$ cat config.mk
export PLATFORM = sky130hd
export DESIGN_NAME = fft_in_loader
export DESIGN_NICKNAME = d
export VERILOG_FILES = /design/src/rtl/fft_in_loader_pkg.sv /design/src/rtl/fft_in_loader_bit_reverse.sv /design/src/rtl/fft_in_loader.sv
export SDC_FILE = /design/constraint.sdc
export NUM_CORES = 1
export LEC_CHECK = 0
export BUFFER_PORTS_ARGS = -buffer_cell sky130_fd_sc_hd__buf_2
export CAP_MARGIN = 0
export CORE_ASPECT_RATIO = 0.5
export CORE_MARGIN = 5
export CORE_UTILIZATION = 50
export CTS_BUF_LIST = sky130_fd_sc_hd__clkbuf_16
export CTS_CLUSTER_SIZE = 20
export DETAILED_ROUTE_END_ITERATION = 7
export PLACE_DENSITY = 0.84
export RECOVER_POWER = 100
export SLEW_MARGIN = 0
export SYNTH_ARGS = -nofsm -noshare
export SYNTH_HDL_FRONTEND = slang
export SYNTH_SLANG_ARGS = --single-unit
$ cat constraint.sdc
create_clock -name iCLK -period 2.5 [get_ports iCLK]
set_input_delay 0 -clock iCLK [delete_from_list [all_inputs] [get_ports iCLK]]
set_output_delay 0 -clock iCLK [all_outputs]
set_load 0.03 [all_outputs]
$ cat src/rtl/fft_in_loader_pkg.sv
// Shared constants and types for the 16-point FFT input loader.
// Word/address widths, RAM region bases and the loader state encoding.
package fft_in_loader_pkg;

    localparam int FFT_WL     = 16;
    localparam int FFT_N_LOG2 = 4;
    localparam int FFT_N      = 1 << FFT_N_LOG2;
    localparam int FFT_AW     = 7;

    // RAM regions: input frame, working area, output frame.
    localparam logic [FFT_AW-1:0] FFT_IN_BASE   = 7'd0;
    localparam logic [FFT_AW-1:0] FFT_WORK_BASE = 7'd32;
    localparam logic [FFT_AW-1:0] FFT_OUT_BASE  = 7'd64;

    typedef enum logic [1:0] {
        LOAD  = 2'd0,
        START = 2'd1,
        BUSY  = 2'd2
    } ld_state_e;

endpackage

$ cat src/rtl/fft_in_loader_bit_reverse.sv
// Purely combinational W-bit bit reversal (bit i -> bit W-1-i).
// Ports: iD (W) input word, oQ (W) reversed word.
module bit_reverse #(
    parameter int W = 4
) (
    input  logic [W-1:0] iD,
    output logic [W-1:0] oQ
);

    always_comb begin
        oQ = '0;
        for (int i = 0; i < W; i++) begin
            oQ[i] = iD[W-1-i];
        end
    end

endmodule

$ cat src/rtl/fft_in_loader.sv
// FFT input loader: writes a valid/ready sample stream into FFT RAM port A
// in bit-reversed (or natural) order, then pulses start and waits for done.
// Ports:
//   iCLK, iRSTn (async, low), iCLR (sync clear, highest priority)
//   iVALID, iDATA_re, iDATA_im / oREADY   - input sample stream
//   oWEN, oWADDR, oWDATA                  - RAM write port (registered)
//   oStart_INT                            - one-cycle FFT start pulse
//   iFFT_DONE / oBUSY                     - FFT completion / in-progress
module fft_in_loader
    import fft_in_loader_pkg::*;
#(
    parameter int              WL     = FFT_WL,
    parameter int              N_LOG2 = FFT_N_LOG2,
    parameter int              AW     = FFT_AW,
    parameter logic [AW-1:0]   BASE   = FFT_IN_BASE,
    parameter bit              BITREV = 1'b1
) (
    input  logic               iCLK,
    input  logic               iRSTn,
    input  logic               iCLR,
    input  logic               iVALID,
    input  logic [WL-1:0]      iDATA_re,
    input  logic [WL-1:0]      iDATA_im,
    output logic               oREADY,
    output logic               oWEN,
    output logic [AW-1:0]      oWADDR,
    output logic [2*WL-1:0]    oWDATA,
    output logic               oStart_INT,
    input  logic               iFFT_DONE,
    output logic               oBUSY
);

    ld_state_e             state_q, state_d;
    logic [N_LOG2-1:0]     cnt_q, cnt_d;
    logic                  wen_q, wen_d;
    logic [AW-1:0]         waddr_q, waddr_d;
    logic [2*WL-1:0]       wdata_q, wdata_d;
    logic                  start_q, start_d;

    logic [N_LOG2-1:0]     cnt_rev;
    logic [N_LOG2-1:0]     addr_off;
    logic                  accept;

    bit_reverse #(
        .W (N_LOG2)
    ) u_rev (
        .iD (cnt_q),
        .oQ (cnt_rev)
    );

    assign addr_off = BITREV ? cnt_rev : cnt_q;

    // Ready depends on state only, never on iVALID.
    assign oREADY = (state_q == LOAD);
    assign oBUSY  = (state_q == BUSY);
    assign accept = iVALID & oREADY;

    always_comb begin
        state_d = state_q;
        cnt_d   = cnt_q;
        wen_d   = 1'b0;
        waddr_d = waddr_q;
        wdata_d = wdata_q;
        start_d = 1'b0;

        if (iCLR) begin
            state_d = LOAD;
            cnt_d   = '0;
            waddr_d = '0;
            wdata_d = '0;
        end else begin
            unique case (state_q)
                LOAD: begin
                    if (accept) begin
                        wen_d   = 1'b1;
                        // Wraps modulo 2^AW by construction.
                        waddr_d = BASE + AW'(addr_off);
                        wdata_d = {iDATA_re, iDATA_im};
                        if (&cnt_q) begin
                            cnt_d   = '0;
                            state_d = START;
                        end else begin
                            cnt_d = cnt_q + N_LOG2'(1);
                        end
                    end
                end
                // Start lands one cycle after the last write strobe.
                START: begin
                    start_d = 1'b1;
                    state_d = BUSY;
                end
                BUSY: begin
                    if (iFFT_DONE) begin
                        state_d = LOAD;
                    end
                end
                default: begin
                    state_d = LOAD;
                end
            endcase
        end
    end

    always_ff @(posedge iCLK or negedge iRSTn) begin
        if (!iRSTn) begin
            state_q <= LOAD;
            cnt_q   <= '0;
            wen_q   <= 1'b0;
            waddr_q <= '0;
            wdata_q <= '0;
            start_q <= 1'b0;
        end else begin
            state_q <= state_d;
            cnt_q   <= cnt_d;
            wen_q   <= wen_d;
            waddr_q <= waddr_d;
            wdata_q <= wdata_d;
            start_q <= start_d;
        end
    end

    assign oWEN       = wen_q;
    assign oWADDR     = waddr_q;
    assign oWDATA     = wdata_q;
    assign oStart_INT = start_q;

endmodule
== After elaboration in Yosys (flattened, before gate mapping) ==
Cells that the tools add are included.

* Bits in registers: 47
* Latch bits: 0
* Memory bits (writable): 0
* ROM bits: 0
* Input port bits: 37
* Output and inout port bits: 43
* Logic and storage cells: 39
* Memories: 0

* Add/subtract/negate cells: 1
* Multipliers: 0
* Div/mod/pow operators: 0
* Magnitude comparators: 0
* Eq/ne operators: 5
* Shift operators: 0
* Mux-type cells: 20
* Bitwise logic cells: 1
* Reductions and logical operators: 6

{| class="wikitable"
|+ Operators with widths
! operator !! number
|-
| 2-to-1 mux 32 bit || 3
|-
| 2-to-1 mux 7 bit || 3
|-
| 2-to-1 mux 4 bit || 4
|-
| 2-to-1 mux 2 bit || 4
|-
| != test 3 x 2 -> 1 bit (second input constant) || 2
|-
| one-hot mux 2 bit (3 select lines) || 1
|-
| 2-to-1 mux 1 bit || 5
|-
| adder 4 x 1 -> 4 bit (second input constant) || 1
|-
| AND reduction 4 bit || 1
|-
| nonzero test 2 bit || 2
|-
| != test 3 bit (second input constant) || 1
|-
| AND reduction 3 bit || 1
|-
| == test 2 x 1 -> 1 bit (second input constant) || 1
|-
| == test 2 bit (second input constant) || 1
|-
| zero test 2 bit || 1
|-
| AND reduction 2 bit || 1
|-
| bitwise AND 1 bit || 1
|}

== Longest topological paths before layout ==
* Depth in word-level cells: 5
* Gate-level depth with buffers: 5
* Mapped depth without buffers: 4

== Hierarchy ==
From an unflattened synthesis, not the netlist that was laid out.

* Cells, all modules: 201
* Area total of the unflattened synthesis: 1813.0 um^2

{| class="wikitable"
|+ Modules (own cells, without submodules)
! module !! times used !! cells an instance !! area each (um^2) !! sequential area each (um^2)
|-
| fft_in_loader || 1 || 197 || 1783.0 || 1101.1
|-
| bit_reverse || 1 || 4 || 30.0 || 0.0
|}

== Least setup slack after synthesis ==
OpenSTA, ideal clock, no wires.

* Path type: register to register
* Start: register state_q[1]
* End: register cnt_q[2]
* Setup time: 0.078 ns
* Data arrival time: 1.313 ns
* Required time: 2.422 ns
* Slack: 1.109 ns
* Cell stages (with the launch flop): 5
* Buffers on the path: 1
* Clock period less this slack: 1.391 ns
* Cells stage by stage: dfrtp_1 -> or3b_1 -> clkbuf_1 -> or3_1 -> a21oi_1

* Word-level cells in the longest chain between the ends: 4
* Elaborated cells between the ends (all ways): 5
* Classes of those cells: 1 x bitwise; 4 x reduce/logical

{| class="wikitable"
|+ Ends and longest elaborated chain
! item !! RTL line !! source
|-
| start, declared || fft_in_loader.sv:33 || <nowiki>ld_state_e state_q, state_d;</nowiki>
|-
| start signal, assigned || fft_in_loader.sv:113 || <nowiki>state_q <= state_d;</nowiki>
|-
| zero test 2 bit * || fft_in_loader.sv:54, fft_in_loader.sv:72 ||
|-
| bitwise AND 1 bit || fft_in_loader.sv:56 || <nowiki>assign accept = iVALID & oREADY;</nowiki>
|-
| nonzero test 2 bit (no source line) || n/a ||
|-
| AND reduction 2 bit (no source line) * || n/a ||
|-
| end signal, assigned || fft_in_loader.sv:114 || <nowiki>cnt_q <= cnt_d;</nowiki>
|-
| end, declared || fft_in_loader.sv:34 || <nowiki>logic [N_LOG2-1:0] cnt_q, cnt_d;</nowiki>
|}

Mark *: on every way between the ends. The rest lies on a longest branch, timed or not.
A chain may end at the register's enable or synchronous reset.

== Final worst setup path ==
* Start: register state_q[0]
* End: register wdata_q[26] (netlist: oWDATA[26])

* Word-level cells in the longest chain between the ends: 4
* Elaborated cells between the ends (all ways): 5
* Classes of those cells: 1 x bitwise; 4 x reduce/logical

{| class="wikitable"
|+ Ends and longest elaborated chain
! item !! RTL line !! source
|-
| zero test 2 bit * || fft_in_loader.sv:54, fft_in_loader.sv:72 ||
|-
| bitwise AND 1 bit || fft_in_loader.sv:56 ||
|-
| nonzero test 2 bit (no source line) || n/a ||
|-
| AND reduction 2 bit (no source line) * || n/a ||
|-
| end signal, assigned || fft_in_loader.sv:117 || <nowiki>wdata_q <= wdata_d;</nowiki>
|-
| end, declared || fft_in_loader.sv:37 || <nowiki>logic [2*WL-1:0] wdata_q, wdata_d;</nowiki>
|}

Marked as above.

==> implementation parameters <==
Parameter                              Value

Route
  DRT Wirelength    5110 µm
  DR WL/cell    between 10 and 15 µm
  Vias    1752
  # DRC    0
  First-pass iteration count of the detailed router    4
  Vias per std cell    4.96
  Detailed Route Iter0 Violations    108
  Number of antenna-violating nets in the routed design    0

Placement
  Routability-driven placement congestion ratio    0.697
  Post-placement cell area    2200 µm²
  Number of input and output port buffers inserted    76
  HPWL reported at the end of detailed placement    2880 µm
  Placed insts    312
  Post-Place Worst Slack    0.804 ns

Critical path
  CP peak stage delay    0.70 ns
  Worst flop-to-flop path startpoint    state_q[0]
  Category of the most critical setup path    register to register
  Worst path bufs/invs    1
  Launch point of the worst path    state_q[0]
  Kind of start point of the critical path    register
  Critical path required time    2.68 ns
  Critical path, cell by cell    nor3b_1 > clkbuf_2 > nand2_1 > a21oi_1
  Critical path capture point type    register
  Largest driver fanout on the critical path    19
  Family with the most delay on the worst path    simple AND/OR/NAND/NOR gates
  Levels on crit path    4
  Worst path arrival time    2.16 ns
  CP max-delay cell    nor3b_1
  Logic depth of the worst register-to-register path    4

STA
  Period Utilization, post-route    79.0%
  Hold slack final    between 0.02 and 0.03 ns
  Final worst slack    0.525 ns
  Setup repair after global routing missed its margin    no
  Max-slew headroom    29.5%
  Final setup TNS    0 ns
  Total setup violations reported at the end of the flow    0
  Final setup skew    0.00566 ns
  Fmax    506 MHz
  Transition time at the pin with the least slew margin    1.06 ns
  Number of max-slew violations in the final report    0
  Final hold vios    0
  Minimum period implied by the final worst setup slack    about 2.0 ns

Floorplanning
  Floorplan die area    4960 µm²
  Core area    3430 µm²
  Rows    15
  Starting density of the core    a little over half
  X dimension of the die    around 95 µm
  Y dimension of the die    52.3 µm
  Number of top-level pins    80

Pwr
  Leak pwr    1.21 nW
  Power density of the placed cells    619 nW/µm²
  VDD IR max    0.418 mV
  Overall Power    1.61 mW

Synthesis
  Gate count after technology mapping    approximately 200
  Count of unique library cells instantiated by Yosys    20
  Combined area of all synthesized cells    1790 µm²
  Flip-flop and latch count after synthesis    44
  Synthesized area divided by synthesized cell count    9.15 µm²
  Register area share after synthesis    61.4%
  Ys Warns    0

Clock tree
  CTS Sinks    44
  TritonCTS Buffers    5
  Total number of H-tree levels    2
  # Post-CTS Setup Buffers    0
  Clock insertion delay at the later pin of the skew report    about 0.28 ns
  Clock Pin Slew Worst Setup and Hold Paths    0.06 ns
  Buffer cell driving the clock tree root    clkbuf_16
  TritonCTS clock tree    yes
  Max clock buf depth    2

Layout
  Fraction of layout instances using a drive strength above 1    ~15%
  Area delta synth->final    44.8%
  Fill cell count    231
  Leading cell type in the layout, fill and taps excluded    nand2_1
  Final standard cell count with taps included and fillers excluded    353
  Final-stage net count    ~340
  Most frequent cells in the layout    75 x nand2_1, 44 x dfrtp_1, 42 x a21oi_1, 40 x clkbuf_1, 35 x buf_2
  Post-layout instance area    approximately 2600 µm²
  Core occupancy in the finished layout    75.6%
  Sequential Area    about 1100 µm²
  Combined area of the multi-input logic cells    613 µm²
  Final antenna diode count    0

Status
  Status    finished, final reports clean

Hold path
  Hold Crit Class    input pin to register
  Hold Startpoint    iFFT_DONE
  Cells on Worst Hold Path    3

GRT
  Fraction of met2 tracks used by global routing    41.4%
  Met3 usage in global routing    5.02%
  Met1 layer usage reported by global route    21.9%
  Global-route wire length before repair    7960 µm
  Maximum number of pins on one net before global-route repair    45
  Leftover overflow at the end of global routing    0
  Vias in the first global route    1761
  Initial antenna violation count    0
  GRT Total Usage    21.3%
  Gr busiest metal    met2

Run
  Max-capacitance violation count    0
==> power breakdown <==
part / internal, mW / switching, mW
combinational: 0.0884 / 0.160
clock: 0.359 / 0.237
sequential: 0.744 / 0.0195
==> path summary, 6_finish.rpt <==
path                       slack (ns)    endpoint
setup reg to reg                 0.52  oWDATA[26]
min in group asynchronous        0.45   oWDATA[4]
hold reg to reg                  0.52  oWDATA[20]
setup / recovery                 0.52  oWDATA[26]
max in group asynchronous        1.41  oWDATA[11]
hold / removal                   0.03  state_q[1]
==> cell families after synthesis <==
group | share of synthesized area, %
AOI/OAI and AO/OA | 12.3
adders and majority gates | 0.698
buffers and inverters | 4.54
DFF | 61.4
other | 0.209
and+or+nand+nor | 20.9
==> flip-flops by register name (all words and copies together) (netlist names) <==
signal	count
oStart_INT	1
state_q	2
cnt_q	4
oWEN	1
oWDATA	32
oWADDR	4
==> cells in the mapped netlist <==
cell type	count	share of area [%]
nand2_1	75	16
dfrtp_1	44	61
a21oi_1	42	12
clkbuf_1	8	1.7
buf_2	5	1.4
buf_4	3	1.3
nor2_1	3	0.63
nand2b_1	2	0.70
o21ai_0	2	0.56
or3_1	2	0.70
conb_1	1	0.21
ha_1	1	0.70
inv_1	1	0.21
nand3_1	1	0.28
nand3b_1	1	0.42
nand4bb_1	1	0.63
nor2b_1	1	0.35
nor3_1	1	0.28
nor3b_2	1	0.70
or3b_1	1	0.49
==> per-layer routing <==
layer | up-vias | wire length, µm
li1 | 836 | -
met1 | 839 | 1930
met2 | 61 | 2730
met3 | 16 | 258
met4 | 0 | 187
met5 | - | 0
==> layout make-up <==
type                       instances  share of cell area [%]
sequential                        44                    42.4
timing repair buffer             112                    26.1
multi-input combinational        137                    23.6
clock buffer                       5                    4.82
tap                               51                    2.46
clock inverter                     3                   0.434
inverter                           1                   0.145
==> timing repair <==
item / 4_1_cts / 5_1_grt
endpoints found under the hold margin: 76 / 0
hold buffers: 33 / 0
resized for setup: 0 / 0
==> tightest hold or removal path, cell delays in order <==
cell and delay [ns]:
buf_2 0.09, nand2b_1 0.10, a21oi_1 0.07
(Power assumes the default switching activity.)
